==> src/rtl/if_stage.sv <==
// Instruction-fetch stage: owns the fetch PC, keeps one aligned 8-byte I-cache
// request in flight and presents the fetched, predictor-annotated window to decode.
module if_stage #(
    parameter logic [31:0] RESET_PC = 32'h1c000000,
    parameter logic [31:0] INST_NOP = 32'h03400000
) (
    input  logic        clk,
    input  logic        rstn,
    input  logic        flush,
    input  logic [31:0] flush_target,
    input  logic        set_pc,
    input  logic [31:0] set_pc_target,
    input  logic        id_full,
    output logic        icache_req_valid,
    output logic [31:0] icache_req_addr,
    input  logic        icache_req_ready,
    input  logic        icache_resp_valid,
    input  logic [63:0] icache_resp_data,
    output logic [31:0] pred_pc,
    input  logic        pred_taken,
    input  logic        pred_slot,
    input  logic [31:0] pred_target,
    input  logic        pred_unknown0,
    input  logic        pred_unknown1,
    output logic        out_valid,
    output logic [31:0] inst0,
    output logic [31:0] inst1,
    output logic [31:0] pc_out,
    output logic [31:0] pc_next_out,
    output logic        unknown0,
    output logic        unknown1,
    output logic        first_inst_jmp
);

    // state  | meaning
    // REQ    | requesting the window at pc
    // WAIT   | request accepted, waiting for the response
    // OUT    | window held for decode until it is taken
    // DROP   | waiting for a response orphaned by a redirect
    typedef enum logic [1:0] {S_REQ, S_WAIT, S_OUT, S_DROP} state_t;

    state_t      state_q, state_d;
    logic [31:0] pc_q, pc_d;
    logic [31:0] fpc_q, fpc_d;
    logic [31:0] fnext_q, fnext_d;
    logic        ftaken_q, ftaken_d;
    logic        fslot_q, fslot_d;
    logic [1:0]  funk_q, funk_d;
    logic [63:0] data_q, data_d;

    logic [28:0] seq_hi;
    logic [31:0] seq_pc;
    logic [31:0] next_pc;
    logic [31:0] redirect_pc;
    logic        pred_use;
    logic        xfer;
    logic        redirect;

    assign seq_hi = pc_q[31:3] + 29'd1;
    assign seq_pc = {seq_hi, 3'b000};
    // A slot-0 hit is meaningless when fetch entered the window at its second word.
    assign pred_use = pred_taken && !(!pred_slot && pc_q[2]);
    assign next_pc  = pred_use ? pred_target : seq_pc;

    assign icache_req_valid = (state_q == S_REQ) && !flush;
    assign icache_req_addr  = {pc_q[31:3], 3'b000};
    assign pred_pc          = pc_q;

    assign out_valid      = (state_q == S_OUT) && !flush;
    assign inst0          = data_q[31:0];
    assign inst1          = data_q[63:32];
    assign pc_out         = fpc_q;
    assign pc_next_out    = fnext_q;
    assign unknown0       = funk_q[0];
    assign unknown1       = funk_q[1];
    assign first_inst_jmp = ftaken_q && !fslot_q && !fpc_q[2];

    assign xfer        = out_valid && !id_full;
    assign redirect    = flush || (set_pc && xfer);
    assign redirect_pc = flush ? flush_target : set_pc_target;

    always_comb begin
        state_d  = state_q;
        pc_d     = pc_q;
        fpc_d    = fpc_q;
        fnext_d  = fnext_q;
        ftaken_d = ftaken_q;
        fslot_d  = fslot_q;
        funk_d   = funk_q;
        data_d   = data_q;
        case (state_q)
            S_REQ: begin
                if (redirect) begin
                    pc_d    = redirect_pc;
                    state_d = icache_req_ready ? S_DROP : S_REQ;
                end else if (icache_req_ready) begin
                    fpc_d    = pc_q;
                    fnext_d  = next_pc;
                    ftaken_d = pred_taken;
                    fslot_d  = pred_slot;
                    funk_d   = {pred_unknown1, pred_unknown0};
                    pc_d     = next_pc;
                    state_d  = S_WAIT;
                end
            end
            S_WAIT: begin
                if (redirect) begin
                    pc_d    = redirect_pc;
                    state_d = icache_resp_valid ? S_REQ : S_DROP;
                end else if (icache_resp_valid) begin
                    data_d  = icache_resp_data;
                    state_d = S_OUT;
                end
            end
            S_OUT: begin
                if (redirect) begin
                    pc_d    = redirect_pc;
                    state_d = S_REQ;
                end else if (xfer) begin
                    state_d = S_REQ;
                end
            end
            S_DROP: begin
                if (redirect) begin
                    pc_d = redirect_pc;
                end
                // The orphaned response is consumed even if a new redirect lands with it.
                if (icache_resp_valid) begin
                    state_d = S_REQ;
                end
            end
            default: state_d = S_REQ;
        endcase
    end

    always_ff @(posedge clk) begin
        if (!rstn) begin
            state_q  <= S_REQ;
            pc_q     <= RESET_PC;
            fpc_q    <= RESET_PC;
            fnext_q  <= RESET_PC + 32'd8;
            ftaken_q <= 1'b0;
            fslot_q  <= 1'b0;
            funk_q   <= 2'b00;
            data_q   <= {INST_NOP, INST_NOP};
        end else begin
            state_q  <= state_d;
            pc_q     <= pc_d;
            fpc_q    <= fpc_d;
            fnext_q  <= fnext_d;
            ftaken_q <= ftaken_d;
            fslot_q  <= fslot_d;
            funk_q   <= funk_d;
            data_q   <= data_d;
        end
    end

endmodule
==> config.mk <==
export PLATFORM = sky130hd
export DESIGN_NAME = if_stage
export DESIGN_NICKNAME = d
export VERILOG_FILES = /design/src/rtl/if_stage.sv
export SDC_FILE = /design/constraint.sdc
export NUM_CORES = 1
export LEC_CHECK = 0
export ABC_AREA = 1
export CAP_MARGIN = 20
export CORE_ASPECT_RATIO = 0.5
export CORE_UTILIZATION = 40
export CTS_CLUSTER_DIAMETER = 30
export DETAILED_ROUTE_END_ITERATION = 16
export PLACE_DENSITY_LB_ADDON = 0.08
export RECOVER_POWER = 25
export SLEW_MARGIN = 20
export SYNTH_ARGS = -nofsm -noshare
export SYNTH_HDL_FRONTEND = slang
export SYNTH_SLANG_ARGS = --single-unit
export TNS_END_PERCENT = 30
==> constraint.sdc <==
create_clock -name clk -period 1.8 [get_ports clk]
set_input_delay 0.36 -clock clk [delete_from_list [all_inputs] [get_ports clk]]
set_output_delay 0.36 -clock clk [all_outputs]
set_load 0.05 [all_outputs]
After elaboration in Yosys (flattened, before gate mapping)
Cells that the tools add are included.
W data, S select, Z words.
{"block": "op_classes", "eq_ne": 8, "add_sub_neg": 1, "reduce_logical": 21, "bitwise_logic": 1, "mux": 16}
{"op": "$mux W32", "count": 5}
{"op": "$pmux W32 S2", "count": 1}
{"op": "$add A29 B1 Y29 const B", "count": 1}
{"op": "$mux W2", "count": 9}
{"op": "$ne A3 B3 Y1 const B", "count": 3}
{"op": "$logic_and A1 B1 Y1", "count": 8}
{"op": "$pmux W2 S4", "count": 1}
{"op": "$logic_not A1 Y1", "count": 6}
{"op": "$reduce_and A3 Y1", "count": 2}
{"op": "$eq A2 B2 Y1 const B", "count": 2}
{"op": "$reduce_and A4 Y1", "count": 1}
{"op": "$reduce_or A3 Y1", "count": 1}
{"op": "$eq A2 B1 Y1 const B", "count": 1}
{"op": "$logic_not A2 Y1", "count": 1}
{"op": "$ne A2 B1 Y1 const B", "count": 1}
{"op": "$ne A2 B2 Y1 const B", "count": 1}
{"op": "$reduce_and A2 Y1", "count": 1}
{"op": "$logic_or A1 B1 Y1", "count": 1}
{"op": "$not A1 Y1", "count": 1}
{"block": "word_totals", "in_bits": 171, "reg_bits": 166}

Longest topological paths before layout
{"block": "logic_depth", "depth_word": 8, "mapped_depth": 12, "ltp_nobuf": 12}

Least setup slack after synthesis
Ideal clock, no wire load.
{"block": "synth_path", "path_type": "input port to flip-flop", "from": "input flush", "to": "register data_q[53]", "setup_time_ns": 0.070, "stages": 8, "slack_ns": -0.347, "arrival_time_ns": 2.077, "cell_sequence": "buf_4 > nor2_1 > a21oi_2 > nand3_1 > buf_4 > buf_4 > nand2_1 > a21oi_1"}
{"block": "synth_between", "elab_chain_cells": 7}
{"element": "start, declared", "line_no": "9", "text": "input logic flush,"}
{"element": "$logic_not A1 Y1", "line_no": "69", "text": "assign out_valid = (state_q == S_OUT) && !flush;"}
{"element": "$logic_and A1 B1 Y1", "line_no": "69"}
{"element": "via out_valid", "line_no": "25", "text": "output logic out_valid,"}
{"element": "$logic_and A1 B1 Y1", "line_no": "78", "text": "assign xfer = out_valid && !id_full;"}
{"element": "$logic_and A1 B1 Y1", "line_no": "79", "text": "assign redirect = flush || (set_pc && xfer);"}
{"element": "$logic_or A1 B1 Y1", "line_no": "79"}
{"element": "$not A1 Y1 (no source line)"}
{"element": "$reduce_and A3 Y1 (no source line)"}
{"element": "end signal, assigned", "line_no": "145", "text": "data_q <= {INST_NOP, INST_NOP};"}
{"element": "end signal, assigned", "line_no": "154", "text": "data_q <= data_d;"}
{"element": "end, declared", "line_no": "49", "text": "logic [63:0] data_q, data_d;"}
The timed path passes the listed nets, and every way through them passes these cells.
A chain may end at the register's enable or synchronous reset.

Final worst setup path
{"block": "layout_path", "from": "register state_q[1]", "to": "output icache_req_valid"}
{"block": "layout_between", "elab_chain_cells": 2}
{"element": "start, declared", "line_no": "42", "text": "state_t state_q, state_d;"}
{"element": "start signal, assigned", "line_no": "147", "text": "state_q <= state_d;"}
{"element": "$logic_not A2 Y1", "line_no": "65", "text": "assign icache_req_valid = (state_q == S_REQ) && !flush;"}
{"element": "$logic_and A1 B1 Y1", "line_no": "65"}
{"element": "end, declared", "line_no": "14", "text": "output logic icache_req_valid,"}
Every way passes these cells.

==> impl_metrics.json <==
{
  "critPathCaptureType": "output pin",
  "synth_edf_count": 0,
  "fin_nets": 1714,
  "port_buffers": 364,
  "synthArstFlopShare_pct": 0,
  "dr.pass1.iters": 5,
  "track_usage_pct": 28.8,
  "cts_tree": "yes",
  "crit_arrival_ps": 1390,
  "clock-root-buffer": "clkbuf_16",
  "cts_buffers": 17,
  "grt_first_pass_wirelength_um": 44600,
  "clkSinkCount": 166,
  "postSynthAreaPerCell_um2": 6.71,
  "cp.required_ps": 1440,
  "crit_type": "reg2out",
  "die-area_um2": 20200,
  "rsz0062_at_grt": "yes",
  "grt_pass1_vias": 8563,
  "drc": 0,
  "wl_met3_um": 2230,
  "ir_drop_mv": 0.636,
  "ys_warn_count": 0,
  "die_x_um": 200,
  "wire_per_inst_um": 16.3,
  "place_hpwl_um": 22200,
  "final-hold-violation-count": 0,
  "layout_min_cycle_time_ps": 1750,
  "routabilityCongestion": 0.884,
  "grt_overflow_total": 0,
  "cp-start-kind": "flop",
  "nFillCells": 1767,
  "fmax_mhz": 571,
  "vias_per_cell": 4.97,
  "insertion_delay_ps": 430,
  "fin_skew_ps": 8.96,
  "antenna_cells": 0,
  "stdcell_count": 1814,
  "wl_met2_um": 14300,
  "final_antenna_net_count": 0,
  "worst_hold_slack_ps": 350,
  "die_h_um": 101,
  "yosysUniqueCellTypes": 30,
  "slew_violations": 0,
  "grt_max_degree": 63,
  "clockBufferDepth": 2,
  "num_vias": 9020,
  "cap_violations": 0,
  "status": "complete, no violations",
  "antenna_found_initial": 0,
  "relSlewSlack_pct": 56.5,
  "cts.clk_slew.worst_paths_ps": 70,
  "min_path_type": "in2reg",
  "p_leak_nw": 5.38,
  "area_growth_pct": 56.7,
  "worst_pin_slew_ps": 655,
  "pin_count": 368,
  "h-tree-depth": 4,
  "core-area_um2": 18800,
  "power_density_nw_per_um2": 937,
  "drive_above_1_share_pct": 17.3,
  "routed_wl_um": 29600,
  "synth_ff_type": "dfxtp_1",
  "detail_route.iter0.violations": 458,
  "place_inst": 1778,
  "synthCells": 1168,
  "top_layer": "met4",
  "ys_seq_area_share_pct": 42.4,
  "post-route-period-util_pct": 97.3,
  "setup_violations": 0,
  "wl_met1_um": 12500,
  "rows": 35,
  "synth_seq_cells": 166,
  "initial_core_util_pct": 41.7,
  "cp_max_fo": 6,
  "synth_area_um2": 7840
}
-- layer usage --
metal  vias to the layer above  GRT usage, %
met4                         0          9.10
met2                       352          50.3
li1                       4478             -
met3                        45          7.13
met5                         -             0
met1                      4145          34.9
-- final cells by class --
type	count	area (µm²)	share of cell area [%]
Multi-Input combinational cell	830	3750	30.5
Timing Repair Buffer	456	4040	32.9
Tap cell	259	324	2.64
Sequential cell	166	3330	27.1
Clock buffer	19	433	3.52
Clock inverter	13	138	1.12
Inverter	71	272	2.21
-- where the power goes --
| group | internal (mW) | switching, mW |
|---|---|---|
| Clock | 1.85 | 1.73 |
| Combinational | 1.43 | 2.38 |
| Sequential | 3.93 | 0.189 |
-- cell families (layout without fill, tap and decap cells) --
logic type	Yosys count	count (layout)	synth area share [%]
buf+inv	174	559	10.9
compound gates	258	258	17.7
xor+xnor	5	5	0.559
other cells	1	3	0.0479
simple gates	563	563	28.2
fa+ha+maj	1	1	0.160
flops	166	166	42.4
-- worst paths after layout --
| kind | start | endpoint | cells after the start | slack (ps) |
|---|---|---|---|---|
| worst max-delay path | state_q[1]$_SDFFE_PN0P_ | icache_req_valid | 5 | 50 |
| worst min-delay path | rstn | pc_next_out[0]$_SDFFE_PN0P_ | 3 | 350 |
| worst max register to register | pred_pc[11]$_SDFFE_PN0P_ | pred_pc[29]$_SDFFE_PN0P_ | 12 | 110 |
| worst min register to register | data_q[51]$_SDFFE_PN0P_ | data_q[51]$_SDFFE_PN0P_ | 2 | 460 |
-- flip-flops by register name (all words and copies together) (netlist names) --
signal	cells
data_q	64
pc_next_out	32
pc_out	32
pred_pc	32
funk_q	2
state_q	2
fslot_q	1
ftaken_q	1
-- cells in the mapped netlist, types with 2 or more instances --
cell type,count,share of area (%)
a211oi_1,4,0.38
inv_1,67,3.2
clkbuf_1,38,1.8
nand3_1,68,4.3
xor2_1,2,0.22
inv_2,4,0.19
nor2_1,101,4.8
nand2_1,388,19
nor3_1,3,0.19
buf_2,15,0.96
xnor2_1,3,0.34
o21ai_0,101,6.5
buf_4,48,4.6
o21bai_1,17,1.6
a21oi_1,112,7.2
o211ai_1,6,0.57
a31oi_1,13,1.0
dfxtp_1,166,42
-- repair_timing --
item                                    CTS  global route
gates resized for setup                   8            13
endpoints found under the setup margin    5            28
setup buffers                             0             3
gates cloned                              1             0
hold buffers                              0             0
pin swaps                                 0             1
-- critical path, stage by stage (launching register included) --
cell and delay, ps:
dfxtp_2 350, nor2_4 160, nand2_4 100, inv_6 90
buf_12 130, buf_12 130
-- cell usage in the layout, fill, tap and decap left out, drive strengths merged, types with 13 or more instances in the layout --
cell type        n
clkbuf         105
clkdlybuf4s50  168
nor2           102
nand2          389
nand3           68
buf            200
inv             78
a21oi          113
a31oi           13
dfxtp          166
o21bai          17
o21ai          102
-- per-stage QoR --
| step | TNS [ps] | total power [mW] | util (%) | instance area, µm² | setup slack, ps |
|---|---|---|---|---|---|
| after floorplan | -408 | 6.39 | - | 7860 | -76.5 |
| after global placement | -28750 | 7.98 | 63.4 | 11900 | -333 |
| after detailed placement | -33490 | 8.02 | 63.4 | 11900 | -359 |
| after CTS | -32.0 | 11.6 | 66.7 | 12500 | -32.0 |
| after global routing | -13.6 | 12.0 | 65.4 | 12300 | -13.6 |
| final | 0 | 11.5 | 65.4 | 12300 | 49.4 |
No activity file was read; power rests on OpenSTA's default activity.
